### config.mk
export PLATFORM = sky130hd
export DESIGN_NAME = cdb_arbiter
export DESIGN_NICKNAME = d
export VERILOG_FILES = /design/src/rtl/cdb_arbiter.sv
export SDC_FILE = /design/constraint.sdc
export NUM_CORES = 1
export LEC_CHECK = 0
export CORE_MARGIN = 10
export CORE_UTILIZATION = 54
export DETAILED_ROUTE_END_ITERATION = 10
export HOLD_SLACK_MARGIN = 0.02
export PLACE_DENSITY = 0.91
export SETUP_SLACK_MARGIN = 0.4
export SLEW_MARGIN = 25
export SYNTH_ARGS = -nofsm -noshare
export SYNTH_HDL_FRONTEND = slang
export SYNTH_SLANG_ARGS = --single-unit
### constraint.sdc
create_clock -name clockIn -period 4.4 [get_ports clockIn]
set_input_delay 0.88 -clock clockIn [delete_from_list [all_inputs] [get_ports clockIn]]
set_output_delay 0.88 -clock clockIn [all_outputs]
set_load 0.005 [all_outputs]
### src/rtl/cdb_arbiter.sv
// Common data bus arbiter: buffers ALU and LSB results in per-source FIFOs and
// broadcasts one registered (robIndex, value) pair per cycle with round-robin fairness.
module cdb_arbiter #(
  parameter int ROB_WIDTH   = 4,
  parameter int QUEUE_WIDTH = 1
) (
  input  logic                 clockIn,
  input  logic                 resetIn,
  input  logic                 flushIn,
  input  logic                 aluValid,
  input  logic [ROB_WIDTH-1:0] aluRobIndex,
  input  logic [31:0]          aluVal,
  output logic                 aluReady,
  input  logic                 lsbValid,
  input  logic [ROB_WIDTH-1:0] lsbRobIndex,
  input  logic [31:0]          lsbVal,
  output logic                 lsbReady,
  output logic                 cdbValid,
  output logic [ROB_WIDTH-1:0] cdbRobIndex,
  output logic [31:0]          cdbVal,
  output logic                 cdbSource
);

  localparam int DEPTH = 2 ** QUEUE_WIDTH;
  localparam logic [QUEUE_WIDTH:0] FULL_COUNT = (QUEUE_WIDTH + 1)'(DEPTH);

  // Index 0 is the ALU queue, index 1 the LSB queue, matching cdbSource.
  logic [ROB_WIDTH-1:0]   robQ    [2][DEPTH];
  logic [31:0]            valQ    [2][DEPTH];
  logic [QUEUE_WIDTH-1:0] headPtr [2];
  logic [QUEUE_WIDTH-1:0] tailPtr [2];
  logic [QUEUE_WIDTH:0]   count   [2];
  logic                   lastGrant;

  logic [1:0]           srcValid;
  logic [1:0]           srcReady;
  logic [1:0]           srcPush;
  logic [1:0]           srcPop;
  logic [1:0]           nonEmpty;
  logic [ROB_WIDTH-1:0] srcRob [2];
  logic [31:0]          srcVal [2];
  logic                 grantAny;
  logic                 grantId;

  always_comb begin
    srcValid  = {lsbValid, aluValid};
    srcRob[0] = aluRobIndex;
    srcRob[1] = lsbRobIndex;
    srcVal[0] = aluVal;
    srcVal[1] = lsbVal;
    for (int s = 0; s < 2; s++) begin
      srcReady[s] = (count[s] != FULL_COUNT);
      nonEmpty[s] = (count[s] != '0);
    end
    // On a tie the source that did not win last time gets the bus.
    grantAny = |nonEmpty;
    grantId  = (&nonEmpty) ? ~lastGrant : nonEmpty[1];
    srcPop   = 2'b00;
    if (grantAny) srcPop[grantId] = 1'b1;
    srcPush  = srcValid & srcReady & {2{~flushIn}};
  end

  assign aluReady = srcReady[0];
  assign lsbReady = srcReady[1];

  always_ff @(posedge clockIn) begin
    for (int s = 0; s < 2; s++) begin
      if (srcPush[s]) begin
        robQ[s][tailPtr[s]] <= srcRob[s];
        valQ[s][tailPtr[s]] <= srcVal[s];
      end
    end
  end

  always_ff @(posedge clockIn or posedge resetIn) begin
    if (resetIn) begin
      for (int s = 0; s < 2; s++) begin
        headPtr[s] <= '0;
        tailPtr[s] <= '0;
        count[s]   <= '0;
      end
      lastGrant   <= 1'b1;
      cdbValid    <= 1'b0;
      cdbRobIndex <= '0;
      cdbVal      <= '0;
      cdbSource   <= 1'b0;
    end else if (flushIn) begin
      for (int s = 0; s < 2; s++) begin
        headPtr[s] <= '0;
        tailPtr[s] <= '0;
        count[s]   <= '0;
      end
      lastGrant <= 1'b1;
      cdbValid  <= 1'b0;
    end else begin
      for (int s = 0; s < 2; s++) begin
        if (srcPush[s]) tailPtr[s] <= tailPtr[s] + 1'b1;
        if (srcPop[s])  headPtr[s] <= headPtr[s] + 1'b1;
        if (srcPush[s] && !srcPop[s])      count[s] <= count[s] + 1'b1;
        else if (srcPop[s] && !srcPush[s]) count[s] <= count[s] - 1'b1;
      end
      // Idle cycles keep the last broadcast payload; only the valid bit drops.
      if (grantAny) begin
        cdbValid    <= 1'b1;
        cdbRobIndex <= robQ[grantId][headPtr[grantId]];
        cdbVal      <= valQ[grantId][headPtr[grantId]];
        cdbSource   <= grantId;
        lastGrant   <= grantId;
      end else begin
        cdbValid <= 1'b0;
      end
    end
  end

endmodule
# Word level (Yosys, flattened, before mapping)
# Memories as Yosys holds them, arrays and structs flattened.
# Cells that the tools add are included.
# totals
reg_bits	47
ramBits	144
input_bits	77
out_inout_bits	40
elab_cells	104
memories	2
# classes
addsub	8
magnitude_cmp	8
eq_ne	2
muxes	42
n_bitwise	8
reduce_logical	23
# mem_list
memory	depth	width	read_ports	rd_ports_with_merged_regs	wr	line	text
valQ	2	64	1	0	2	29	logic [31:0] valQ [2][DEPTH];
robQ	2	8	1	0	2	28	logic [ROB_WIDTH-1:0] robQ [2][DEPTH];
# ops
op	n
32-bit 2-to-1 mux	5
64-bit 2-to-1 mux	2
32-bit demux with 1-bit select	2
4-bit 2-to-1 mux	6
8-bit 2-to-1 mux	2
1-bit 2-to-1 mux	15
2-bit 2-to-1 mux	7
2-bit nonzero test	7
4-bit demux with 1-bit select	2
2-bit greater-or-equal comparator, second input constant	4
1-bit NOT with 2-bit output	4
1-bit logical AND	7
3-bit nonzero test	2
1-bit adder, second input constant	4
2-bit by 1-bit adder with 2-bit output, second input constant	2
2-bit bitwise AND	2
1-bit zero test	4
2-bit by 1-bit < comparator with 1-bit output, second input constant	2
2-bit inequality test, second input constant	2
2-bit AND reduction	2
2-bit by 1-bit subtractor with 2-bit output, second input constant	2
1-bit by 2-bit < comparator with 1-bit output, second input constant	1
1-bit NOT	2
2-bit OR reduction	1
2 further kinds	2

# Depth between registers and ports, before layout
# logic_depth
word_depth	12
mapped_depth	6
mapped_depth_nobuf	4

# Worst setup path after synthesis
# Ideal clock, no wire load.
# synth_timing
path_type	input-to-reg
startpoint	input flushIn
endpoint	memory robQ[0][0] (netlist name) (enable)
t_arrival_ps	3769
t_required_ps	3918
slack_ps	149
path_stages	2
path_buffers	1
cell_sequence	clkbuf_1 > nor3b_1
# synth_rtl
item	line	text
from (decl)	9	input logic flushIn,
to (decl)	28	

# Worst setup path in the final report
# layout_timing
startpoint	register count[2] (netlist name)
endpoint	output aluReady
# layout_via
elab_chain_len	1
# layout_lines
item	line	text
from (decl)	32	logic [QUEUE_WIDTH:0] count [2];
from (signal, indexed assignment)	99	if (srcPush[s] && !srcPop[s]) count[s] <= count[s] + 1'b1;
from (signal, indexed assignment)	100	else if (srcPop[s] && !srcPush[s]) count[s] <= count[s] - 1'b1;
2-bit inequality test	52	srcReady[s] = (count[s] != FULL_COUNT);
to (decl)	13	output logic aluReady,
# No other way between the ends.

==> results.toml <==
[floorplan]
core_um2 = 13900
ios = 117
initial_core_util_pct = 55.0
die_h_um = 139
rows = 43
die-area_um2 = 19300
die_w_um = 139

[routing]
dr_wl_met2_um = 8220
wl_met1_um = 6020
ant_nets = 0
firstDrtPassIters = 5
viasPerCell = 5.39
wirelength_um = 15200
wl_met3_um = 708
wl_per_cell_um = 20.2
drt_iter0_drc = 250
drc = 0
top_layer = "met4"
via_count = 4059

[clock_network]
cts_resized = 0
clkTransAtPathRegs_ps = 70
postCtsSetupBuffers = 0
cts_tree = "built"
clk_latency_ps = 430
h-tree-depth = 4
numCtsBuffers = 17
cts_buffer_depth = 2
cts_num_sinks = 191
cts_root_buffer = "clkbuf_16"
holdBufCountCts = 0

[global_routing]
antenna_found_initial = 0
grt_overflow_total = 0
grt_pass1_wl_um = 23900
grt_pass1_vias = 4529
grt_usage_pct = 15.8
grt_max_degree = 76

[power_and_ir_drop]
power.leakage_nw = 3.53
powerDensity_nw_per_um2 = 573
peakVddDrop_v = 0.000389

[critical_path]
path_buf_inv = 1
critPathSlowestCell = "clkdlybuf4s50_1"
end_kind = "primary output"
crit_fanout = 7
startpoint_type = "flop"
crit_required_ps = 3520
path_class = "reg2out"
path_cells = "nand2b_1 -> clkdlybuf4s50_1"
crit_family = "buffers and inverters"
cp_slowest_stage_delay_ps = 520
cp_data_arrival_time_ps = 1630

[sta]
hold_viol_final = 0
fin_crit_ps = 2510
slew_headroom_pct = 42.4
fin_skew_ps = 7.45
finalSetupViolCount = 0
slew_violations = 0
fmax_mhz = 399
setup_slack_ps = 1890
worst_slew_pin_slew_ps = 864
fin_tns_setup_ps = 0
period_share_pct = 57.0
hold_ws_ps = 477
rsz0062_at_grt = "no"

[yosys]
async_reset_ff_share_pct = 24.6
synth-xor-area-share_pct = 0.573
yosysSeqAreaShare_pct = 72.0
ys_types = 31
syn_inst = 441
synthMuxAreaShare_pct = 16.8
synth.top_cell.area_share_pct = 56.6
synth_top_family_by_area = "multiplexers"
synthAdderAreaFrac_pct = 0
synth_ff_type = "edfxtp_1"
yosys_register_bits = 191
syn-cell-area_um2 = 7640
yosys.area_share.simple_pct = 3.47
avgSynthCellArea_um2 = 17.3
yosysWarnings = 0
synth_area_leaders = "edfxtp_1, dfrtp_1, mux2i_1, mux2_4, o21ai_2"
syn_nets = 518
synth_edf_count = 144
synth_largest_area_cell = "edfxtp_1"
synth_compound_area_share_pct = 4.99

[finish]
multi_input_area_um2 = 2000
seq_area_um2 = 5510
post-route-util_pct = 68.9
final_nets = 637
drive_gt1_share_pct = 19.5
diodes = 0
fin_area_um2 = 9560
nFillCells = 913
area_delta_synth_final_pct = 25.1

[placed_design]
place_worst_setup_slack_ps = 1500
portBuffers = 116
gp_congestion = 0.745
hpwl_um = 9730
placedInstanceArea_um2 = 8940

[job]
maxCapViolCount = 0

[min_path]
worstHoldPathType = "reg2reg"

[outcome]
run_status = "complete, no violations"
worst reg2reg max path, stage by stage, from the launching register on:
cell,delay (ps)
dfstp_2,580
o21ai_4,90
o21ai_4,70
buf_4,630
mux2_4,380
o21ai_2,130
final timing paths:
check                               start         end  slack [ps]  cells after the start
worst max-delay path             count[2]    aluReady        1890                      2
worst min-delay path            cdbVal[5]   cdbVal[5]         480                      2
worst max register to register  lastGrant  cdbVal[11]        2440                      5
worst min register to register  cdbVal[5]   cdbVal[5]         480                      2
max in group asynchronous         resetIn  headPtr[0]        2890                      2
min in group asynchronous         resetIn  cdbVal[13]         900                      2
flip-flops by register name, summed over array words and instances, names as in the netlist:
register     count
valQ           128
cdbVal          32
robQ            16
cdbRobIndex      4
count            4
headPtr          2
tailPtr          2
cdbSource        1
cdbValid         1
lastGrant        1
layout by cell type (no fill, tap or decap), types with 2 or more instances in the layout:
cell type / n
edfxtp_1: 144
clkdlybuf4s50_1: 116
mux2i_1: 74
dfrtp_1: 44
nand2_1: 41
mux2_4: 36
o21ai_2: 26
clkbuf_16: 17
o21ai_1: 13
nor2_1: 10
buf_4: 5
clkinv_2: 4
xor2_1: 3
bufinv_16: 3
clkinv_4: 3
clkinvlp_4: 3
o21ai_4: 2
nand2b_1: 2
nor3b_2: 2
nor3_2: 2
a21oi_1: 2
nand3b_1: 2
a31oi_1: 2
xnor2_1: 2
clkbuf_8: 2
dfrtp_4: 2
synth_stat cells, types with 2 or more instances:
master,count
a21oi_1,2
a31oi_1,2
buf_2,5
buf_4,4
buf_6,5
clkbuf_1,2
clkbuf_4,5
dfrtp_1,46
edfxtp_1,144
inv_1,2
mux2_4,36
mux2i_1,74
nand2_1,41
nand2b_1,2
nand3b_1,2
nor2_1,10
nor3_1,2
nor3b_1,3
o21ai_1,13
o21ai_2,26
o21ai_4,2
xnor2_1,2
xor2_1,3
cells by family after synthesis:
logic type                count (synthesis)
AOI/OAI and AO/OA                        49
xor gates and xnor gates                  5
buffers and inverters                    24
DFF                                     191
muxes                                   110
and+or+nand+nor                          62
metal layers:
layer	GRT usage [%]	vias up
li1	-	1893
met1	16.9	2037
met2	28.6	106
met3	4.35	23
met4	6.70	0
met5	0	-
where the power goes:
group / leakage, nW / switching (mW) / internal (mW)
clock: 0.295 / 0.641 / 0.925
sequential: 1.91 / 0.276 / 2.20
combinational: 1.33 / 0.565 / 0.870
cell type report:
| cell class | instances | area share [%] |
|---|---|---|
| Sequential cell | 191 | 57.6 |
| Multi-Input combinational cell | 226 | 20.9 |
| Timing Repair Buffer | 121 | 12.5 |
| Clock buffer | 19 | 4.74 |
| Tap cell | 180 | 2.36 |
| Clock inverter | 13 | 1.70 |
| Inverter | 3 | 0.131 |
metrics by stage:
step	total power [mW]	cells
2_1_floorplan	3.39	441
5_1_grt	5.74	753
4_1_cts	5.54	753
6_report	5.48	753
3_3_place_gp	3.90	721
3_5_place_dp	3.97	721
Note: power is estimated with default switching activity, not from simulation.
